[src/rtl/shiftout_arbiter.sv]
// shiftout_arbiter: round-robin share of one 74HC595-style shift-out chain
// between two requesters. A word is accepted on valid/ready, shifted out
// MSB-first on a divided serial clock, then the storage latch is pulsed.
module shiftout_arbiter #(
  parameter int WIDTH        = 8,
  parameter int CLK_DIV      = 2,
  parameter int LATCH_CYCLES = 2
) (
  input  logic             clk_25MHz,
  input  logic             reset,
  input  logic             req0_valid,
  input  logic [WIDTH-1:0] req0_data,
  output logic             req0_ready,
  input  logic             req1_valid,
  input  logic [WIDTH-1:0] req1_data,
  output logic             req1_ready,
  output logic             busy,
  output logic             last_grant,
  output logic             shiftout_clock,
  output logic             shiftout_data,
  output logic             shiftout_latch
);

  // One phase counter serves both the half-period and the latch hold time.
  localparam int CNT_MAX = (CLK_DIV > LATCH_CYCLES) ? CLK_DIV : LATCH_CYCLES;
  localparam int CW      = (CNT_MAX > 1) ? $clog2(CNT_MAX) : 1;
  localparam int BW      = $clog2(WIDTH);

  localparam logic [CW-1:0] DIV_LAST = CW'(CLK_DIV - 1);
  localparam logic [CW-1:0] LAT_LAST = CW'(LATCH_CYCLES - 1);
  localparam logic [BW-1:0] BIT_LAST = BW'(WIDTH - 1);

  typedef enum logic [1:0] {IDLE, CLK_LO, CLK_HI, LATCH} state_t;

  state_t           state;
  logic [WIDTH-1:0] shift_reg;
  logic [BW-1:0]    bit_cnt;
  logic [CW-1:0]    hcnt;
  logic             sel;
  logic             accept;

  assign shiftout_data = shift_reg[WIDTH-1];

  // Round-robin pick: a lone requester wins, a tie goes to the one not served last.
  // Readies are suppressed during reset so nothing is handed off into a reset.
  always_comb begin
    sel        = (req0_valid && req1_valid) ? ~last_grant : ~req0_valid;
    accept     = (state == IDLE) && !reset && (req0_valid || req1_valid);
    req0_ready = accept && !sel;
    req1_ready = accept &&  sel;
  end

  // Frame sequencer: load, shift WIDTH bits on the divided clock, then latch.
  always_ff @(posedge clk_25MHz) begin
    if (reset) begin
      state          <= IDLE;
      shift_reg      <= '0;
      bit_cnt        <= '0;
      hcnt           <= '0;
      last_grant     <= 1'b1;
      busy           <= 1'b0;
      shiftout_clock <= 1'b0;
      shiftout_latch <= 1'b0;
    end else begin
      case (state)
        IDLE: begin
          if (accept) begin
            shift_reg  <= sel ? req1_data : req0_data;
            last_grant <= sel;
            bit_cnt    <= '0;
            hcnt       <= '0;
            busy       <= 1'b1;
            state      <= CLK_LO;
          end
        end
        CLK_LO: begin
          if (hcnt == DIV_LAST) begin
            hcnt           <= '0;
            shiftout_clock <= 1'b1;
            state          <= CLK_HI;
          end else begin
            hcnt <= hcnt + 1'b1;
          end
        end
        CLK_HI: begin
          if (hcnt == DIV_LAST) begin
            hcnt           <= '0;
            shiftout_clock <= 1'b0;
            if (bit_cnt == BIT_LAST) begin
              shiftout_latch <= 1'b1;
              state          <= LATCH;
            end else begin
              // Data moves only on the falling serial edge: full half period of setup.
              shift_reg <= {shift_reg[WIDTH-2:0], 1'b0};
              bit_cnt   <= bit_cnt + 1'b1;
              state     <= CLK_LO;
            end
          end else begin
            hcnt <= hcnt + 1'b1;
          end
        end
        LATCH: begin
          if (hcnt == LAT_LAST) begin
            hcnt           <= '0;
            shiftout_latch <= 1'b0;
            busy           <= 1'b0;
            state          <= IDLE;
          end else begin
            hcnt <= hcnt + 1'b1;
          end
        end
        default: state <= IDLE;
      endcase
    end
  end

endmodule

[config.mk]
export PLATFORM = sky130hd
export DESIGN_NAME = shiftout_arbiter
export DESIGN_NICKNAME = d
export VERILOG_FILES = /design/src/rtl/shiftout_arbiter.sv
export SDC_FILE = /design/constraint.sdc
export NUM_CORES = 1
export LEC_CHECK = 0
export ABC_AREA = 1
export CAP_MARGIN = 20
export CELL_PAD_IN_SITES_DETAIL_PLACEMENT = 0
export CELL_PAD_IN_SITES_GLOBAL_PLACEMENT = 2
export CORE_ASPECT_RATIO = 0.7
export CORE_MARGIN = 3
export CORE_UTILIZATION = 24
export CTS_CLUSTER_SIZE = 20
export DETAILED_ROUTE_END_ITERATION = 12
export GPL_TIMING_DRIVEN = 0
export MAX_ROUTING_LAYER = met4
export PLACE_DENSITY = 0.73
export SETUP_SLACK_MARGIN = 0.5
export SLEW_MARGIN = 10
export SYNTH_ARGS = -nofsm -noshare
export SYNTH_HDL_FRONTEND = slang
export SYNTH_SLANG_ARGS = --single-unit
export TNS_END_PERCENT = 30
[constraint.sdc]
create_clock -name clk_25MHz -period 1.42 [get_ports clk_25MHz]
set_input_delay 0.142 -clock clk_25MHz [delete_from_list [all_inputs] [get_ports clk_25MHz]]
set_output_delay 0.142 -clock clk_25MHz [all_outputs]
set_load 0.01 [all_outputs]
==> impl_metrics.prom <==
# TYPE chip_impl_metric gauge
chip_impl_metric{name="net-switching-power",unit="mW"} 0.543
chip_impl_metric{name="switching_share",unit="%"} 33.3
chip_impl_metric{name="ff2ff_setup_slack",unit="ns"} 0.08
chip_impl_metric{name="drcViolationCount",unit=""} 0
chip_impl_metric{name="drv_cap",unit=""} 0
chip_impl_metric{name="pwr-share-seq",unit="%"} 39.9
chip_impl_metric{name="final_layout_size_suffix_gt1_share",unit="%"} 23.6
chip_impl_metric{name="drt-pass1-iter-count",unit=""} 4
chip_impl_metric{name="number_of_flip_flops_in_the_largest_register",unit=""} 8
chip_impl_metric{name="core_region_area",unit="mm²"} 0.00407
chip_impl_info{name="rsz0062_at_grt",value="true"} 1
chip_impl_info{name="setup.worst_path.start",value="bit_cnt[0]$_SDFFE_PP0P_"} 1
chip_impl_metric{name="vias_per_cell",unit=""} 4.28
chip_impl_metric{name="initial_utilization",unit="%"} 25.8
chip_impl_metric{name="ys_types",unit=""} 21
chip_impl_info{name="status",value="finished clean"} 1
chip_impl_metric{name="die_h",unit="µm"} 61.3
chip_impl_metric{name="timing.setup.tns",unit="ns"} 0
chip_impl_metric{name="routed_wire_length_per_instance",unit="µm"} 11.6
chip_impl_info{name="worst-setup-path-type",value="flip-flop to flip-flop"} 1
chip_impl_metric{name="worst-r2r-cell-count",unit=""} 9
chip_impl_metric{name="synth_simple_gate_area_share",unit="%"} 36.8
chip_impl_metric{name="power.static_leakage",unit="nW"} 0.811
chip_impl_metric{name="clock_power_share",unit="%"} 21.5
chip_impl_metric{name="first_global_vias",unit=""} 1114
chip_impl_metric{name="finalHoldViolCount",unit=""} 0
chip_impl_metric{name="port-buffer-count",unit=""} 26
chip_impl_metric{name="detail_route.iter0.violations",unit=""} 36
chip_impl_metric{name="synthesized_area_fraction_occupied_by_ao_oa_aoi_and_oai_cells",unit="%"} 15.1
chip_impl_metric{name="io_pins",unit=""} 27
chip_impl_info{name="crit_chain",value="ha_4 > ha_4 > inv_4 > nand3_4 > buf_6 > nand2_8 > nand2_2 > nor2_1 > nor2_1"} 1
chip_impl_metric{name="max_slew_margin",unit="%"} 68.8
chip_impl_metric{name="antenna_found_initial",unit=""} 0
chip_impl_metric{name="critical_path_arrival",unit="ns"} 1.49
chip_impl_metric{name="largest_net_degree_at_the_start_of_global_routing",unit=""} 11
chip_impl_metric{name="number_of_routed_nets_with_antenna_violations",unit=""} 0
chip_impl_metric{name="ys_seq_area_share",unit="%"} 34.4
chip_impl_info{name="setup.worst_path.end_class",value="flip-flop"} 1
chip_impl_metric{name="fin_skew",unit="ns"} 0.000392
chip_impl_metric{name="worst_setup_slack_post_dpl",unit="ns"} -0.821
chip_impl_metric{name="fin_crit_sh",unit="%"} 94.5
chip_impl_metric{name="instances_no_fill",unit=""} 264
chip_impl_metric{name="slew_violations",unit=""} 0
chip_impl_metric{name="ctsHtreeMaxLevel",unit=""} 1
chip_impl_metric{name="vdd_drop_max",unit="µV"} 507
chip_impl_metric{name="num-fill-cells",unit=""} 431
chip_impl_metric{name="core.rowCount",unit=""} 19
chip_impl_metric{name="power_report.internal_total",unit="mW"} 1.09
chip_impl_metric{name="cts.reportedPaths.clkPinSlew",unit="ns"} 0.06
chip_impl_metric{name="pwr_cell_area",unit="mW/mm²"} 961
chip_impl_metric{name="area_growth",unit="%"} 62.0
chip_impl_metric{name="yosys.area_share.adder",unit="%"} 2.39
chip_impl_metric{name="tightest_slew",unit="ns"} 0.468
chip_impl_metric{name="mappedNetlistNets",unit=""} 188
chip_impl_metric{name="setup_ws",unit="ns"} 0.0788
chip_impl_metric{name="power.combinational.fraction",unit="%"} 38.6
chip_impl_info{name="tritoncts",value="done"} 1
chip_impl_metric{name="gpl.final_weighted_congestion",unit=""} 0.735
chip_impl_metric{name="worstPathRequired",unit="ns"} 1.57
chip_impl_metric{name="finalWorstPathRequiredPeriod",unit="ns"} 1.34
chip_impl_metric{name="place.detailed.hpwl",unit="mm"} 2.18
chip_impl_metric{name="setup_viol_count_final",unit=""} 0
chip_impl_metric{name="clock-sinks",unit=""} 18
chip_impl_info{name="cts.root.buffer_cell",value="sky130_fd_sc_hd__clkbuf_8"} 1
chip_impl_metric{name="route.vias.total",unit=""} 1131
chip_impl_metric{name="yosys_register_bits",unit=""} 18
chip_impl_info{name="worstHoldPathType",value="primary input to flip-flop"} 1
chip_impl_info{name="cp-endpoint",value="shift_reg[4]$_SDFFE_PP0P_"} 1
chip_impl_metric{name="die_x",unit="µm"} 85.0
chip_impl_metric{name="global_route.usage.total",unit="%"} 13.6
chip_impl_metric{name="antenna_cells_inserted",unit=""} 0
chip_impl_metric{name="final_net_count",unit=""} 236
chip_impl_metric{name="post_synth_mux_area_share",unit="%"} 0
chip_impl_metric{name="delay_of_the_slowest_critical_path_stage",unit="ns"} 0.34
chip_impl_metric{name="post-place-cells",unit=""} 244
chip_impl_info{name="setup_crit_start_kind",value="flip-flop"} 1
chip_impl_metric{name="die_area",unit="mm²"} 0.00520
chip_impl_metric{name="path_max_fanout",unit=""} 5
chip_impl_info{name="critical-path-slowest-cell",value="sky130_fd_sc_hd__dfxtp_2"} 1
chip_impl_info{name="crit-reg2reg-capture",value="shift_reg[4]$_SDFFE_PP0P_"} 1
chip_impl_metric{name="power",unit="mW"} 1.63
chip_impl_metric{name="yosysWarningCount",unit=""} 0
chip_impl_metric{name="routed_wl",unit="mm"} 3.07
chip_impl_metric{name="synthesized_area_fraction_occupied_by_xor_and_xnor_cells",unit="%"} 0
chip_impl_metric{name="grt_pass1_wl",unit="mm"} 5.31
chip_impl_metric{name="final_core_util",unit="%"} 41.7
chip_impl_metric{name="cts_made_buffers",unit=""} 3
chip_impl_metric{name="achievable-frequency",unit="MHz"} 746
chip_impl_info{name="worst_r2r_startpoint",value="bit_cnt[0]$_SDFFE_PP0P_"} 1
chip_impl_metric{name="insertion_delay",unit="ns"} 0.25
chip_impl_info{name="dominant_combinational_cell_family_by_area_after_synthesis",value="simple AND/OR/NAND/NOR gates"} 1
chip_impl_metric{name="syn_area_per_cell",unit="µm²"} 6.31
chip_impl_metric{name="global_route.overflow_total",unit=""} 0
chip_impl_metric{name="clk_path_buf_depth",unit=""} 2
chip_impl_metric{name="synth_cells",unit=""} 166
chip_impl_metric{name="mappedNetlistArea",unit="mm²"} 0.00105
==> worst min path at each step <==
stage                             from                   endpoint  cells after the start
6_report                         reset  shift_reg[1]$_SDFFE_PP0P_                      3
5_1_grt                          reset  shift_reg[1]$_SDFFE_PP0P_                      3
4_1_cts                          reset  shift_reg[1]$_SDFFE_PP0P_                      3
3_5_place_dp   last_grant$_SDFFE_PP1P_    last_grant$_SDFFE_PP1P_                      2
3_3_place_gp   last_grant$_SDFFE_PP1P_    last_grant$_SDFFE_PP1P_                      2
2_1_floorplan                    reset  shift_reg[0]$_SDFFE_PP0P_                      2
==> synth_stat cells <==
master                     count  share of area, %
sky130_fd_sc_hd__o21ai_1       2              0.96
sky130_fd_sc_hd__nand2_4       1               1.1
sky130_fd_sc_hd__a21oi_1       6               2.9
sky130_fd_sc_hd__o21ai_0       7               3.3
sky130_fd_sc_hd__a211oi_1      1              0.72
sky130_fd_sc_hd__inv_2         1              0.36
sky130_fd_sc_hd__buf_2         2              0.96
sky130_fd_sc_hd__ha_1          2               2.4
sky130_fd_sc_hd__nand3_2       2               1.9
sky130_fd_sc_hd__inv_1        24               8.6
sky130_fd_sc_hd__nand2_1      38                14
sky130_fd_sc_hd__a22oi_1       2               1.4
sky130_fd_sc_hd__dfxtp_1      18                34
sky130_fd_sc_hd__o21bai_1      8               5.7
sky130_fd_sc_hd__nor3_1        1              0.48
sky130_fd_sc_hd__clkbuf_1      1              0.36
sky130_fd_sc_hd__nand3_1      10               4.8
sky130_fd_sc_hd__nor2_1       37                13
sky130_fd_sc_hd__buf_6         1               1.1
sky130_fd_sc_hd__nor2_2        1              0.60
sky130_fd_sc_hd__nor2_4        1               1.1
==> cell type report <==
cell class,count,area [µm²],area share (%)
well taps,52,65.1,3.83
clock buffers,3,41.3,2.43
repair buffers,42,404,23.8
inverters,25,96.3,5.68
plain buffers,4,35.0,2.06
flip-flops and latches,18,368,21.7
multi-input cells,120,687,40.5
==> placed cells by master, fill, tap and decap left out, drive strengths merged <==
master         count
nand2             40
nor2              39
inv               25
clkdlybuf4s50     21
buf               21
dfxtp             18
nand3             12
o21ai              9
o21bai             8
a21oi              6
clkbuf             4
dlygate4sd2        3
a22oi              2
ha                 2
a211oi             1
nor3               1
==> what timing repair did <==
action	in CTS	in global routing
setup endpoints to repair	25	25
setup buffers	15	0
pin swaps	21	6
hold buffers	0	0
cloned	2	0
resized for setup	36	6
==> per-layer routing <==
metal / part of all wire, % / global-route usage [%]
met2: 42 / 20.0
met1: 53 / 18.8
met3: 3.0 / 3.21
met4: 1.1 / 3.39
met5: 0 / -
==> power groups by stage <==
stage               clock, mW  sequential [mW]  combinational [mW]
floorplan                   0            0.648               0.285
global placement            0            0.651               0.456
detailed placement          0            0.653               0.464
CTS                     0.366            0.647               0.619
global route            0.384            0.659               0.706
finish                  0.350            0.650               0.630
==> kinds of logic (layout without fill, tap and decap cells) <==
kind of cell,count (synthesis),in the layout
AO/OA/AOI/OAI,26,26
adder cells (fa/ha/maj),2,2
AND/OR/NAND/NOR,91,92
flip-flops,18,18
buffers and inverters,29,74
==> through the flow <==
stage                     hold slack [ns]  area (µm²)
after floorplan                     0.305        1080
after global placement              0.463        1410
after detailed placement            0.471        1410
after CTS                           0.414        1670
after global routing                0.440        1700
final                               0.408        1700
==> worst max-delay path: cells and delay by family (launching register included) <==
family / cells / cell delay, ns
adders and majority gates: 2 / 0.32
buffers and inverters: 2 / 0.22
DFF: 1 / 0.34
and+or+nand+nor: 5 / 0.36
Power figures use the tool's default switching activity.
